**config.mk**
```make
export PLATFORM = sky130hd
export DESIGN_NAME = search_scheduler
export DESIGN_NICKNAME = d
export VERILOG_FILES = /design/src/rtl/search_scheduler.sv
export SDC_FILE = /design/constraint.sdc
export NUM_CORES = 1
export LEC_CHECK = 0
export CORE_ASPECT_RATIO = 1.1
export CORE_MARGIN = 2
export CORE_UTILIZATION = 49
export CTS_BUF_LIST = sky130_fd_sc_hd__clkbuf_16
export CTS_CLUSTER_SIZE = 24
export DETAILED_ROUTE_END_ITERATION = 6
export PLACE_DENSITY_LB_ADDON = 0.3
export REMOVE_ABC_BUFFERS = 1
export SLEW_MARGIN = 20
export SYNTH_ARGS = -nofsm -noshare
export SYNTH_HDL_FRONTEND = slang
export SYNTH_SLANG_ARGS = --single-unit
```
**constraint.sdc**
```tcl
create_clock -name CLK -period 7 [get_ports CLK]
set_clock_uncertainty 0.05 [all_clocks]
set_input_delay 0.7 -clock CLK [delete_from_list [all_inputs] [get_ports CLK]]
set_output_delay 0.7 -clock CLK [all_outputs]
set_load 0.05 [all_outputs]
```
**src/rtl/search_scheduler.sv**
```systemverilog
`default_nettype none
// ============================================================================
//  Module      : search_scheduler
//  Description : Round-robin block scheduler for the password-search cores;
//                latches the first hit and streams its index MSB byte first.
//  Revision    : 1.0
// ============================================================================
module search_scheduler #(
    parameter int NCORES   = 4,
    parameter int IDX_W    = 40,
    parameter int BLK_LOG2 = 8
) (
    input  logic                    CLK,
    input  logic                    RESET,
    input  logic                    START,
    input  logic [NCORES-1:0]       CORE_REQ,
    output logic [NCORES-1:0]       CORE_GNT,
    output logic [IDX_W-1:0]        CORE_BASE,
    input  logic [NCORES-1:0]       CORE_HIT,
    input  logic [NCORES*IDX_W-1:0] CORE_HIT_IDX,
    output logic                    CORE_ABORT,
    output logic [7:0]              TX_DATA,
    output logic                    TX_VALID,
    input  logic                    TX_READY,
    output logic                    FLAG,
    output logic                    FOUND,
    output logic                    DONE
);

    localparam int RR_W   = (NCORES > 1) ? $clog2(NCORES) : 1;
    localparam int NBYTES = IDX_W / 8;
    localparam int CNT_W  = $clog2(NBYTES + 1);

    localparam logic [CNT_W-1:0]  LAST_BYTE = CNT_W'(NBYTES - 1);
    localparam logic [RR_W-1:0]   LAST_CORE = RR_W'(NCORES - 1);
    localparam logic [IDX_W:0]    BLK_INC   = {{IDX_W{1'b0}}, 1'b1} << BLK_LOG2;
    localparam logic [NCORES-1:0] GNT_ONE   = {{(NCORES-1){1'b0}}, 1'b1};

    typedef enum logic [2:0] {
        S_IDLE   = 3'd0,
        S_RUN    = 3'd1,
        S_REPORT = 3'd2,
        S_END_F  = 3'd3,
        S_END_NF = 3'd4
    } state_t;

    state_t             state_q;
    logic [NCORES-1:0]  gnt_q;
    logic [IDX_W-1:0]   base_q;
    logic [IDX_W-1:0]   next_base_q;
    logic [IDX_W-1:0]   idx_q;
    logic [RR_W-1:0]    rr_q;
    logic [CNT_W-1:0]   cnt_q;
    logic               exhausted_q;
    logic               abort_q;
    logic               tx_valid_q;
    logic               flag_q;
    logic               found_q;
    logic               done_q;

    logic               win_found_d;
    logic [RR_W-1:0]    win_d;
    logic [RR_W-1:0]    rr_d;
    logic               hit_any_d;
    logic [IDX_W-1:0]   hit_idx_d;
    logic [IDX_W-1:0]   next_base_d;
    logic               carry_d;

    // Two passes: requesters at/after the pointer first, then the wrapped ones.
    always_comb begin
        win_found_d = 1'b0;
        win_d       = '0;
        for (int c = 0; c < NCORES; c++) begin
            if (!win_found_d && CORE_REQ[c] && (c >= int'(rr_q))) begin
                win_found_d = 1'b1;
                win_d       = RR_W'(c);
            end
        end
        for (int c = 0; c < NCORES; c++) begin
            if (!win_found_d && CORE_REQ[c]) begin
                win_found_d = 1'b1;
                win_d       = RR_W'(c);
            end
        end
    end

    always_comb begin
        rr_d = (win_d == LAST_CORE) ? '0 : win_d + RR_W'(1);
    end

    // Scanning downward leaves the lowest-numbered hitter's index in place.
    always_comb begin
        hit_any_d = |CORE_HIT;
        hit_idx_d = '0;
        for (int c = NCORES - 1; c >= 0; c--) begin
            if (CORE_HIT[c]) begin
                hit_idx_d = CORE_HIT_IDX[c*IDX_W +: IDX_W];
            end
        end
    end

    always_comb begin
        {carry_d, next_base_d} = {1'b0, next_base_q} + BLK_INC;
    end

    always_ff @(posedge CLK or posedge RESET) begin
        if (RESET) begin
            state_q     <= S_IDLE;
            gnt_q       <= '0;
            base_q      <= '0;
            next_base_q <= '0;
            idx_q       <= '0;
            rr_q        <= '0;
            cnt_q       <= '0;
            exhausted_q <= 1'b0;
            abort_q     <= 1'b0;
            tx_valid_q  <= 1'b0;
            flag_q      <= 1'b0;
            found_q     <= 1'b0;
            done_q      <= 1'b0;
        end else begin
            gnt_q <= '0;
            case (state_q)
                S_IDLE, S_END_F, S_END_NF: begin
                    if (START) begin
                        state_q     <= S_RUN;
                        flag_q      <= 1'b1;
                        found_q     <= 1'b0;
                        done_q      <= 1'b0;
                        abort_q     <= 1'b0;
                        tx_valid_q  <= 1'b0;
                        next_base_q <= '0;
                        exhausted_q <= 1'b0;
                        rr_q        <= '0;
                        cnt_q       <= '0;
                        idx_q       <= '0;
                    end
                end
                S_RUN: begin
                    if (hit_any_d) begin
                        state_q    <= S_REPORT;
                        idx_q      <= hit_idx_d;
                        found_q    <= 1'b1;
                        abort_q    <= 1'b1;
                        tx_valid_q <= 1'b1;
                        cnt_q      <= '0;
                    end else if (exhausted_q) begin
                        if (&CORE_REQ) begin
                            state_q <= S_END_NF;
                            flag_q  <= 1'b0;
                            done_q  <= 1'b1;
                            abort_q <= 1'b1;
                        end
                    end else if (win_found_d) begin
                        gnt_q       <= GNT_ONE << win_d;
                        base_q      <= next_base_q;
                        next_base_q <= next_base_d;
                        exhausted_q <= carry_d;
                        rr_q        <= rr_d;
                    end
                end
                S_REPORT: begin
                    if (TX_READY) begin
                        if (cnt_q == LAST_BYTE) begin
                            state_q    <= S_END_F;
                            tx_valid_q <= 1'b0;
                            flag_q     <= 1'b0;
                        end else begin
                            cnt_q <= cnt_q + CNT_W'(1);
                            idx_q <= idx_q << 8;
                        end
                    end
                end
                default: begin
                    state_q <= S_IDLE;
                end
            endcase
        end
    end

    assign CORE_GNT   = gnt_q;
    assign CORE_BASE  = base_q;
    assign CORE_ABORT = abort_q;
    assign TX_DATA    = idx_q[IDX_W-1 -: 8];
    assign TX_VALID   = tx_valid_q;
    assign FLAG       = flag_q;
    assign FOUND      = found_q;
    assign DONE       = done_q;

endmodule
`default_nettype wire

```
Yosys cells after proc, flatten, opt, wreduce, memory -nomap -nowiden
Cells that the tools add are included.
{"block": "totals", "register_bits": 138, "inputBits": 172, "word_cells": 144}
{"block": "classes", "addsub": 3, "order_cmp": 3, "n_eq_ne": 18, "shift": 1, "muxes": 71, "bitwise": 2, "reduce_logical": 33}
{"cell": "$mux 40", "count": 11}
{"cell": "$pmux 40 s3", "count": 1}
{"cell": "$pmux 40 s2", "count": 1}
{"cell": "$add 40x9->41 const B", "count": 1}
{"cell": "$mux 3", "count": 10}
{"cell": "$reduce_and 5->1", "count": 5}
{"cell": "$mux 1", "count": 24}
{"cell": "$mux 2", "count": 11}
{"cell": "$ne 2x2->1 const B", "count": 10}
{"cell": "$pmux 3 s3", "count": 2}
{"cell": "$mux 4", "count": 4}
{"cell": "$reduce_and 4->1", "count": 3}
{"cell": "$logic_and 1x1->1", "count": 10}
{"cell": "$pmux 1 s2", "count": 4}
{"cell": "$logic_not 1->1", "count": 7}
{"cell": "$reduce_and 7->1", "count": 1}
{"cell": "$eq 3x2->1 const B", "count": 2}
{"cell": "$eq 3x3->1 const B", "count": 2}
{"cell": "$ne 3x3->1 const B", "count": 2}
{"cell": "$pmux 1 s3", "count": 2}
{"cell": "$reduce_and 3->1", "count": 2}
{"cell": "$ge 1x2->1 const A", "count": 2}
{"cell": "$pmux 2 s2", "count": 1}
{"cell": "$reduce_or 4->1", "count": 1}
{"cell": "other kinds (11)", "count": 12}

Longest topological paths before layout
{"block": "depth", "word_depth": 32, "ltp_mapped": 9, "mapped_depth_nobuf": 7}

Worst setup path before layout
OpenSTA, ideal clock, no wires.
{"block": "synth_timing", "path_kind": "input port to flip-flop", "from": "input port CORE_HIT[2]", "to": "register base_q[10], in the netlist CORE_BASE[10]", "arrival_ns": 2.509, "required_time_ns": 6.825, "slack_ns": 4.316, "cell_stages": 6, "path_buffers": 3, "path_cell_list": "clkbuf_1 -> or4_1 -> buf_4 -> nor4_4 -> buf_2 -> mux2_2"}
{"block": "synth_via", "elab_chain_len": 3}
{"item": "start: declaration", "line": "19", "rtl": "input logic [NCORES-1:0] CORE_HIT,"}
{"item": "$reduce_or 4->1", "line": "93", "rtl": "hit_any_d = |CORE_HIT;"}
{"item": "$not 1->1 (no line)"}
{"item": "$reduce_and 4->1 (no line)"}
{"item": "end signal: assignment", "line": "156", "rtl": "base_q <= next_base_q;"}
{"item": "end: declaration", "line": "49", "rtl": "logic [IDX_W-1:0] base_q;"}
Every way passes these cells.
A chain may end at the register's enable or synchronous reset.

Worst setup path in the final report
{"block": "layout_timing", "from": "input port CORE_HIT[2]", "to": "register next_base_q[27]"}
{"block": "layout_via", "elab_chain_len": 3}
{"item": "$reduce_or 4->1", "line": "93"}
{"item": "$ne 2x2->1 (no line)"}
{"item": "$reduce_and 5->1 (no line)"}
{"item": "end signal: assignment", "line": "157", "rtl": "next_base_q <= next_base_d;"}
{"item": "end: declaration", "line": "50", "rtl": "logic [IDX_W-1:0] next_base_q;"}
Every way passes these cells.

==> impl_results.md <==
* Status: finished clean
* Final slew viol count at 0
* First-pass GRT wire length at between 30000 and 40000 um
* Sw power at approximately 0.91 mW
* Clock share of power at ~33%
* ANT nets after route at 0
* Tot GR Track Use at between 20% and 30%
* Die height at ~130 um
* Clock sink count at 122
* CP Capture Type: flip-flop
* Post-DP Area at just under 9000 um^2
* Number of hold buffers added after CTS at 0
* Crit path top cell by count: or4_1
* WL/cell at ~19 um
* Minimum clock period at about 3800 ps
* P_leak at 3.88 nW
* Post-synth top flop: dfrtp_1
* PwrDens at roughly 280 nW/um^2
* Actual slew at the worst max-slew pin at between 1000 and 1500 ps
* EDFF count, synth at 0
* Crit-path max cell delay at 780 ps
* Mapped Avg Cell Area at 9.33 um^2
* RSZ-0062 raised after global routing: false
* Most frequent cells in the layout: clkdlybuf4s50_1, dfrtp_1, nand2_1
* CTS Buf Count at 17
* H-tree levels at 4
* Peak supply drop at ~0.00021 V
* Largest net degree at the start of global routing at 65
* Hold Crit Class: flip-flop to flip-flop
* Synth Area in Compound Gates at a little over a fifth
* Crit. Startpoint: CORE_HIT[2]
* DRT iter0 DRCs at between 400 and 500
* Clock slew seen by the registers of the worst setup and hold paths at about 50 ps
* Post-CTS Setup Bufs at 0
* Max Freq at between 200 and 300 MHz
* Via/cell ratio at a little over 6
* Cell area after layout at 9340 um^2
* Initial core utilization at approximately half
* Clk_lat worst skew at 410 ps
* Final period utilization at around 54%
* Input/output buffers at 220
* Seq pwr share at between 30% and 40%
* Logic pwr share at approximately 33%
* Max Root-Sink Buffers at 2
* Post-synthesis mux area share at under 10%
* Startpoint Class: input port
* Die area at 14300 um^2
* Row count at 44
* Layout cells sized above 1 at 8.75%
* CTS tree: yes
* Crit path kind: input port to flip-flop
* Max cap viols at 0
* Synth Area in Simple Gates at between 10% and 20%
* Cell Area, Synth at around 6600 um^2
* DRC viols at 0
* Largest family of logic cells by synthesized area: compound AO/OA/AOI/OAI gates
* CP max FO at 44
* Filler cells at between 900 and 1000
* Initial antenna violation count at 0
* Post-DP HPWL at around 14000 um
* Synth Register Bits at 122
* R2R Path End: CORE_BASE[21]$_DFFE_PP0P_
* Synthesis-to-finish area growth at 42.2%
* CP Data Required Time at about 7300 ps
* Hold Startpoint: idx_q[25]$_DFFE_PP0P_
* Core ar. at approximately 13000 um^2
* NumNets Final at approximately 1100
* Die Width at roughly 110 um
* Critical R2R Launch: state_q[0]$_DFFE_PP0P_
* Drt first pass iters at 5
* Routed vias at approximately 6400
* Finish-stage setup viols at 0
* Vias in the first global route at ~6500
* Final setup TNS at 0 ps
* Most common cell after layout, fill and taps aside: clkdlybuf4s50_1
* Ant diodes at 0
* Synth Area in XOR/XNOR at approximately 1.7%
* Switching Share at 35.4%
* CTS root buf: clkbuf_16
* Mapped Cells at just over 700
* Top Ports at around 230
* Arr. time, crit path at slightly above 4000 ps
* Master of the slowest instance on the critical path: or4_1
* Placer Congestion at just over 0.8
* Synth cell types at between 50 and 60
* Ys async rst share at 100%
* Slew headroom at 32.5%
* CP endpoint: next_base_q[27]$_DFFE_PP0P_
* Post_cts resized at 0
* Synth warn at 0
* Final Hold Vio Count at 0
* R2R depth at 4
* Adder-Cell Fraction of Synth Area at between 1 and 1.5%
* Grt total ovfl at 0
* Reg2Reg Setup Slack at just over 4000 ps
* Internal power at 1.67 mW
* Sequential share of the synthesized area at between 40% and 50%
* Worst path cell trace: clkdlybuf4s50_1 -> buf_4 -> or4_1 -> o31ai_4 -> nand4_2 -> or4_1 -> a21oi_1
* Final wirelength at 20400 um
==> flip-flops by register name, summed over array words and instances (netlist names) <==
| signal | count |
|---|---|
| idx_q | 40 |
| CORE_BASE | 32 |
| next_base_q | 32 |
| CORE_GNT | 4 |
| cnt_q | 3 |
| state_q | 3 |
| rr_q | 2 |
| CORE_ABORT | 1 |
| DONE | 1 |
| FLAG | 1 |
| FOUND | 1 |
| TX_VALID | 1 |
| exhausted_q | 1 |
==> how the worst min path moves through the flow <==
stage | slack, ps | endpoint | cells past startpoint
4_1_cts | 430 | idx_q[21]$_DFFE_PP0P_ | 2
3_3_place_gp | 410 | idx_q[13]$_DFFE_PP0P_ | 2
3_5_place_dp | 420 | idx_q[6]$_DFFE_PP0P_ | 2
2_1_floorplan | 400 | idx_q[30]$_DFFE_PP0P_ | 2
5_1_grt | 450 | idx_q[2]$_DFFE_PP0P_ | 2
6_report | 430 | idx_q[25]$_DFFE_PP0P_ | 2
==> cell families (layout without fill, tap and decap cells) <==
group / after synthesis / after routing
AOI/OAI and AO/OA: 223 / 223
and+or+nand+nor: 218 / 218
DFF: 122 / 122
buffers and inverters: 86 / 278
muxes: 34 / 34
xor gates and xnor gates: 13 / 13
adders and majority gates: 7 / 7
other: 1 / 8
==> stage by stage <==
stage	setup WS (ps)	hold slack, ps	total power [mW]	instances	util, %
6_report	3240	429	2.58	1064	71.0
5_1_grt	3050	451	2.71	1064	71.0
4_1_cts	3250	432	2.57	1063	70.9
3_5_place_dp	2870	420	1.73	1031	66.6
3_3_place_gp	2950	412	1.69	1031	66.6
2_1_floorplan	1170	400	1.39	640	-
==> worst max-delay path, delay by kind of cell <==
family	cells	cell delay, ps
AOI/OAI and AO/OA	2	820
buffers and inverters	2	670
and+or+nand+nor	3	1830
==> synth_stat cells, types with 2 or more instances <==
cell type,instances,share of area (%)
a22oi_1,3,0.34
and4_1,2,0.27
nor3b_1,2,0.23
nor2b_1,3,0.29
a21oi_1,52,4.0
or3_1,13,1.2
o31ai_1,4,0.46
buf_2,8,0.61
nand2_1,66,3.8
clkbuf_1,46,2.6
o221ai_1,10,1.3
mux2_2,33,5.7
o22a_1,3,0.40
dfrtp_1,122,46
a21o_1,2,0.23
nand2b_1,3,0.29
a221oi_1,40,5.3
inv_1,15,0.86
nand3_1,16,1.2
o21ai_0,64,4.9
buf_4,17,1.9
and2_1,5,0.48
o22ai_1,33,3.1
nor2_1,35,2.0
o21a_1,4,0.46
nand4_1,14,1.3
and3_1,6,0.57
ha_1,7,1.3
or4_1,4,0.46
xor2_1,13,1.7
nor4_1,5,0.48
nor3_1,35,2.7
==> layout make-up <==
class	instances	area, um^2	share of cell area, %
inverters	15	58.8	0.630
well taps	161	201	2.16
flip-flops and latches	122	3050	32.7
repair buffers	231	2290	24.5
clock inverters	15	141	1.51
clock buffers	17	425	4.56
multi-input cells	503	3170	33.9
==> power groups by stage <==
stage               Sequential (mW)  Combinational [mW]  Clock [mW]
CTS                           0.888               0.834       0.852
finish                        0.891               0.844       0.841
floorplan                     0.959               0.426           0
global route                  0.901               0.923       0.888
detailed placement            0.898               0.827           0
global placement              0.892               0.794           0
==> per-layer routing <==
metal  vias up  GRT usage, %  wire length [um]
li1       2980             -                 -
met2       277          49.5             10500
met5         -             0                 0
met3        41          6.11              1420
met4         0          10.3               484
met1      3141          33.9              8020
(Power assumes the default switching activity.)
